$ cat src/rtl/spi_up_bridge_os.sv
// spi_up_bridge_os: SPI slave to microprocessor register bus bridge.
// Every SPI pin is oversampled in the up_clk domain. The block has no
// SPI-clock-domain logic.
// Frame: CMD (0x01 write, 0x02 read), ADDR_W/8 address bytes, then data.
// Optional macro SPI_UP_BRIDGE_BURST_EN enables address auto-increment
// for further words in the same frame.
// Valid/ready note: the up bus has no back-pressure. up_wr and up_rd are
// single-cycle strobes that qualify up_addr and up_wr_data. up_rd_data is
// sampled exactly RD_LAT cycles after up_rd.
module spi_up_bridge_os #(
  parameter int ADDR_W = 32,
  parameter int DATA_W = 32,
  parameter int CPOL   = 0,
  parameter int CPHA   = 0,
  parameter int RD_LAT = 2
) (
  input  logic              up_clk,
  input  logic              up_rst,
  input  logic              spi_cs,
  input  logic              spi_clk,
  input  logic              spi_mosi,
  output logic              spi_miso,
  output logic [ADDR_W-1:0] up_addr,
  output logic              up_wr,
  output logic              up_rd,
  output logic [DATA_W-1:0] up_wr_data,
  input  logic [DATA_W-1:0] up_rd_data,
  output logic              cmd_err
);

`ifdef SPI_UP_BRIDGE_BURST_EN
  localparam bit BURST = 1'b1;
`else
  localparam bit BURST = 1'b0;
`endif

  localparam int ADDR_BYTES = ADDR_W / 8;
  localparam int DATA_BYTES = DATA_W / 8;
  localparam int BC_W       = 4;
  localparam int TXC_W      = $clog2(DATA_W) + 1;

  typedef enum logic [2:0] {
    IDLE, CMD, ADDR, WDATA, RTURN, RDATA, IGNORE
  } state_t;

  state_t state;

  // Synchronisers and edge-detect history
  logic cs_meta, cs_sync, cs_hist;
  logic clk_meta, clk_sync, clk_hist;
  logic mosi_meta, mosi_sync;

  // The synchronisers only track the pins and are deliberately left out of
  // reset. A reset while CS is already low then produces no false CS fall,
  // so the frame in progress stays abandoned.
  always_ff @(posedge up_clk) begin
    cs_meta   <= spi_cs;
    cs_sync   <= cs_meta;
    cs_hist   <= cs_sync;
    clk_meta  <= spi_clk;
    clk_sync  <= clk_meta;
    clk_hist  <= clk_sync;
    mosi_meta <= spi_mosi;
    mosi_sync <= mosi_meta;
  end

  logic clk_rise, clk_fall, lead_edge, trail_edge;
  logic sample_edge, shift_edge, cs_fall, cs_rise;

  assign clk_rise    = clk_sync & ~clk_hist;
  assign clk_fall    = ~clk_sync & clk_hist;
  assign lead_edge   = (CPOL == 0) ? clk_rise : clk_fall;
  assign trail_edge  = (CPOL == 0) ? clk_fall : clk_rise;
  assign sample_edge = (CPHA == 0) ? lead_edge : trail_edge;
  assign shift_edge  = (CPHA == 0) ? trail_edge : lead_edge;
  assign cs_fall     = cs_hist & ~cs_sync;
  assign cs_rise     = ~cs_hist & cs_sync;

  // Byte assembly: MSB-first shift. byte_done fires the cycle after the 8th sample.
  logic [7:0] rx_sr;
  logic [2:0] bit_cnt;
  logic       byte_done;

  always_ff @(posedge up_clk) begin
    if (up_rst) begin
      rx_sr     <= '0;
      bit_cnt   <= '0;
      byte_done <= 1'b0;
    end else begin
      byte_done <= 1'b0;
      if (state == IDLE || cs_rise) begin
        bit_cnt <= '0;
      end else if (sample_edge && !cs_sync) begin
        rx_sr   <= {rx_sr[6:0], mosi_sync};
        bit_cnt <= bit_cnt + 3'd1;
        if (bit_cnt == 3'd7) byte_done <= 1'b1;
      end
    end
  end

  // Read-latency pipeline. It runs independently of the FSM, so an issued
  // read still captures its data after the frame is aborted.
  logic [RD_LAT-1:0] rd_pipe;
  logic [DATA_W-1:0] tx_word;

  always_ff @(posedge up_clk) begin
    if (up_rst) begin
      rd_pipe <= '0;
      tx_word <= '0;
    end else begin
      rd_pipe <= (rd_pipe << 1) | RD_LAT'(up_rd);
      if (rd_pipe[RD_LAT-1]) tx_word <= up_rd_data;
    end
  end

  // Frame FSM with registered bus strobes, address/data accumulation and TX shifting
  logic [BC_W-1:0]   byte_cnt;
  logic              is_read;
  logic [ADDR_W-1:0] addr_acc, addr_next;
  logic [DATA_W-1:0] data_acc, data_next;
  logic [DATA_W-1:0] tx_sr;
  logic              tx_armed;
  logic [TXC_W-1:0]  tx_cnt;
  logic              miso_q;

  assign addr_next = (addr_acc << 8) | ADDR_W'(rx_sr);
  assign data_next = (data_acc << 8) | DATA_W'(rx_sr);

  always_ff @(posedge up_clk) begin
    if (up_rst) begin
      state      <= IDLE;
      up_addr    <= '0;
      up_wr      <= 1'b0;
      up_rd      <= 1'b0;
      up_wr_data <= '0;
      cmd_err    <= 1'b0;
      byte_cnt   <= '0;
      is_read    <= 1'b0;
      addr_acc   <= '0;
      data_acc   <= '0;
      tx_sr      <= '0;
      tx_armed   <= 1'b0;
      tx_cnt     <= '0;
      miso_q     <= 1'b0;
    end else begin
      up_wr   <= 1'b0;
      up_rd   <= 1'b0;
      cmd_err <= 1'b0;
      // A burst write steps the address only after the strobe has been seen.
      if (BURST && up_wr && !cs_sync) up_addr <= up_addr + ADDR_W'(DATA_BYTES);
      if (cs_rise) begin
        state    <= IDLE;
        byte_cnt <= '0;
        tx_cnt   <= '0;
        tx_armed <= 1'b0;
        miso_q   <= 1'b0;
      end else begin
        case (state)
          IDLE: begin
            if (cs_fall) begin
              state    <= CMD;
              byte_cnt <= '0;
            end
          end
          CMD: begin
            if (byte_done) begin
              byte_cnt <= '0;
              case (rx_sr)
                8'h01: begin is_read <= 1'b0; state <= ADDR; end
                8'h02: begin is_read <= 1'b1; state <= ADDR; end
                default: begin cmd_err <= 1'b1; state <= IGNORE; end
              endcase
            end
          end
          ADDR: begin
            if (byte_done) begin
              addr_acc <= addr_next;
              if (byte_cnt == BC_W'(ADDR_BYTES - 1)) begin
                byte_cnt <= '0;
                up_addr  <= addr_next;
                if (is_read) begin
                  up_rd <= 1'b1;
                  state <= RTURN;
                end else begin
                  state <= WDATA;
                end
              end else begin
                byte_cnt <= byte_cnt + 1'b1;
              end
            end
          end
          WDATA: begin
            if (byte_done) begin
              data_acc <= data_next;
              if (byte_cnt == BC_W'(DATA_BYTES - 1)) begin
                byte_cnt   <= '0;
                up_wr_data <= data_next;
                up_wr      <= 1'b1;
                if (!BURST) state <= IGNORE;
              end else begin
                byte_cnt <= byte_cnt + 1'b1;
              end
            end
          end
          RTURN: begin
            // Dummy byte: MISO stays low. The word is loaded at its end.
            if (byte_done) begin
              state <= RDATA;
              if (CPHA == 0) begin
                miso_q   <= tx_word[DATA_W-1];
                tx_sr    <= tx_word << 1;
                tx_armed <= 1'b0;
                tx_cnt   <= TXC_W'(1);
              end else begin
                tx_sr    <= tx_word;
                tx_armed <= 1'b1;
                tx_cnt   <= '0;
              end
            end
          end
          RDATA: begin
            // Shift only after a sample since the last drive. This skips
            // the trailing edge that ends the previous byte when CPHA=0.
            if (shift_edge && tx_armed) begin
              miso_q   <= tx_sr[DATA_W-1];
              tx_sr    <= tx_sr << 1;
              tx_armed <= 1'b0;
              tx_cnt   <= tx_cnt + 1'b1;
              if (BURST && tx_cnt == TXC_W'(DATA_W - 1)) begin
                up_rd   <= 1'b1;
                up_addr <= up_addr + ADDR_W'(DATA_BYTES);
              end
            end else if (sample_edge) begin
              tx_armed <= 1'b1;
            end
            if (byte_done) begin
              if (byte_cnt == BC_W'(DATA_BYTES - 1)) begin
                byte_cnt <= '0;
                if (!BURST) begin
                  state  <= IGNORE;
                  miso_q <= 1'b0;
                end else if (CPHA == 0) begin
                  miso_q   <= tx_word[DATA_W-1];
                  tx_sr    <= tx_word << 1;
                  tx_armed <= 1'b0;
                  tx_cnt   <= TXC_W'(1);
                end else begin
                  tx_sr    <= tx_word;
                  tx_armed <= 1'b1;
                  tx_cnt   <= '0;
                end
              end else begin
                byte_cnt <= byte_cnt + 1'b1;
              end
            end
          end
          IGNORE: begin
            miso_q <= 1'b0;
          end
          default: state <= IDLE;
        endcase
      end
    end
  end

  // MISO is driven only inside the read data phase while CS is asserted.
  assign spi_miso = miso_q & (state == RDATA) & ~spi_cs;

endmodule

$ cat config.mk
export PLATFORM = sky130hd
export DESIGN_NAME = spi_up_bridge_os
export DESIGN_NICKNAME = d
export VERILOG_FILES = /design/src/rtl/spi_up_bridge_os.sv
export SDC_FILE = /design/constraint.sdc
export NUM_CORES = 1
export LEC_CHECK = 0
export ABC_CLOCK_PERIOD_IN_PS = 4500
export CORE_MARGIN = 2
export CORE_UTILIZATION = 50
export DETAILED_ROUTE_END_ITERATION = 8
export PLACE_DENSITY = 0.76
export SYNTH_ARGS = -nofsm -noshare
export SYNTH_HDL_FRONTEND = slang
export SYNTH_SLANG_ARGS = --single-unit
$ cat constraint.sdc
create_clock -name up_clk -period 4.5 [get_ports up_clk]
set_input_delay 0.9 -clock up_clk [delete_from_list [all_inputs] [get_ports up_clk]]
set_output_delay 0.9 -clock up_clk [all_outputs]
set_load 0.02 [all_outputs]
==> metrics <==
total CTS buffers=22; antenna viol nets, final=0; Hold Startpoint=mosi_meta; Clock Skew=~15 ps; core footprint=between 15,000 and 20,000 um2; top post-synthesis cells by area=dfxtp_1 (52%), nand2_1 (13%), a21oi_1 (9.3%); Worst Hold Path Cells=0; Hold Buf Count CTS=0; min Tclk post-route=approximately 3500 ps; area delta synth->final=21.56%; critical path endpoint category=primary output; max-slew violation count=0; TritonCTS clock tree=yes; RSZ-0062 raised after global routing=no; synthesized area per cell=8.655 um2; DRC viols=0; Synth area leader=dfxtp_1; clk slew on worst S/H paths=~60 ps; largest net degree at the start of global routing=roughly 130; Clock Path Buffers=3; Synth cell types=46; hold path endpoint=mosi_sync; hold violation count in the final report=0; # setup viols final=0; dpl hpwl=between 10,000 and 15,000 um; Max Clock Freq=0.2890 GHz; flops & latches, synth=210; EDFF count, synth=0; vias in the first global route=around 6,000; Congestion Overflow GR=0; Max-slew headroom=between 30 and 40%; layout cells sized above 1=under 10%; DR vias=around 6,600; setup TNS=0 ps; Finished Core Util=between 60% and 70%; Synth Warn #=0; gr usage total=around 20%; reg2reg setup slack=between 1000 and 1500 ps; CTS H-tree lvls=1; sequential share of the synthesized area=about half; pwr dens=376.1 nW/um2; top fanout value on the critical path=38; Worst VDD drop=about 0.00027 V; CTS Sinks=210; Hold Path Class=register to register; Worst Setup Path Type=register to primary output; Initial Utilization=51.21%; die height=131.6 um; Ports=approximately 110; most common cell in the synthesized netlist=nand2_1; DRT iter0 DRCs=540; Via density=between 5 and 6; cell count of the worst reg-to-reg path=6; Synthesized Nets=980; max_cap viols=0; ant diodes=0; initial antenna violation count=0; clock latency on the worst-skew pair=510 ps; Primary FF master, synth=dfxtp_1; Reg2Reg Launch Point=state[0]; drt total wl=~18,000 um; placer congestion estimate=0.8077; final worst path period share=approximately 77%; Leak=roughly 0.003 uW; Rows=46; post-synth top area share=roughly half; Critical Path AT=approximately 2600 ps; area of the mapped netlist=between 8000 and 9000 um2; Post-Synthesis Cells=940; Critical Path RT=3600 ps; DIE AREA=17,310 um2; WL/cell=roughly 15 um; worst slew pin tran=about 1000 ps; first-pass GRT wire length=roughly 30,000 um; Die X=~130 um; Post-CTS Resized=0; Post-CTS Setup Inserts=0; I/O Buffers=~100; status=complete, no violations; Post-synth top cells=nand2_1 (292), dfxtp_1 (210), a21oi_1 (151), nor2_1 (49), clkbuf_1 (46); first drt pass iteration count=6; Root Buffer=clkbuf_16; Final #Nets=around 1,000; RR Endpoint=tx_sr[6]; startpoint types=register; Async SR Flop Fraction=0%
kinds of logic (layout without fill, tap and decap cells):
group / Yosys count / after routing / share of synthesized area, %
AND/OR/NAND/NOR: 389 / 389 / 20.30
flip-flops: 210 / 210 / 51.68
XOR/XNOR: 2 / 2 / 0.2154
adder cells (fa/ha/maj): 3 / 3 / 0.4614
buffers and inverters: 80 / 158 / 4.306
AO/OA/AOI/OAI: 211 / 211 / 17.50
multiplexers: 45 / 45 / 5.537
critical path: stages (launching register included):
cell and delay (ps):
dfxtp_1 780, nand3b_1 130, buf_4 280, nor3b_1 210
clkdlybuf4s50_1 630
through the flow:
stage	hold slack, ps	worst slack [ps]	total power, uW	cell area (um2)	std cells
floorplan	309.6	1942	1980	8135	940
global placement	314.5	1468	2025	9205	1196
detailed placement	312.1	1454	2025	9205	1196
CTS	326.1	1065	3743	9889	1234
global route	334.8	916.6	3840	9889	1234
finish	326.6	1040	3719	9889	1234
layout by cell type, fill, tap and decap left out, types with 9 or more instances in the layout:
| cell | Yosys | routed |
|---|---|---|
| mux2i_1 | 45 | 45 |
| nor2_1 | 49 | 49 |
| buf_4 | 0 | 12 |
| dfxtp_1 | 210 | 209 |
| a311oi_2 | 29 | 29 |
| o21ai_0 | 9 | 9 |
| a21oi_1 | 151 | 151 |
| clkdlybuf4s50_1 | 0 | 103 |
| clkbuf_16 | 0 | 22 |
| nand2_1 | 292 | 292 |
where the power goes:
part / switching [uW] / leakage, uW / total [uW] / internal [uW]
clock: 723 / 0.000338 / 1730 / 1010
combinational: 58.6 / 0.00104 / 105 / 46.6
sequential: 14.7 / 0.00169 / 1880 / 1870
area by class of cell:
class | instances | area, um2
Clock buffer | 32 | 618.1
Timing Repair Buffer | 116 | 1132
Inverter | 4 | 15.01
Multi-Input combinational cell | 650 | 3582
Tap cell | 216 | 270.3
Fill cell | 1396 | 5996
Clock inverter | 6 | 66.31
Sequential cell | 210 | 4205
metal layers:
layer | global-route usage (%) | vias to the layer above | share of wire [%]
met1 | 28.61 | 3101 | 48
met5 | 0 | - | 0
met2 | 31.27 | 161 | 46
met4 | 4.348 | 0 | 1.2
li1 | - | 3302 | -
met3 | 3.588 | 20 | 5.4
registers in the layout, indices dropped and copies added, names as in the netlist, 2 cells and up:
| signal | count |
|---|---|
| tx_word | 32 |
| up_addr | 32 |
| up_wr_data | 32 |
| tx_sr | 31 |
| addr_acc | 24 |
| data_acc | 24 |
| rx_sr | 8 |
| byte_cnt | 4 |
| bit_cnt | 3 |
| state | 3 |
| rd_pipe | 2 |
how the worst max path moves through the flow:
| stage | start | to | slack, ps |
|---|---|---|---|
| 6_report | state[0] | spi_miso | 1040 |
| 5_1_grt | state[0] | spi_miso | 920 |
| 4_1_cts | state[0] | spi_miso | 1060 |
| 3_5_place_dp | spi_cs | spi_miso | 1450 |
| 3_3_place_gp | spi_cs | spi_miso | 1470 |
| 2_1_floorplan | state[2] | spi_miso | 1940 |
No activity file was read; power rests on OpenSTA's default activity.
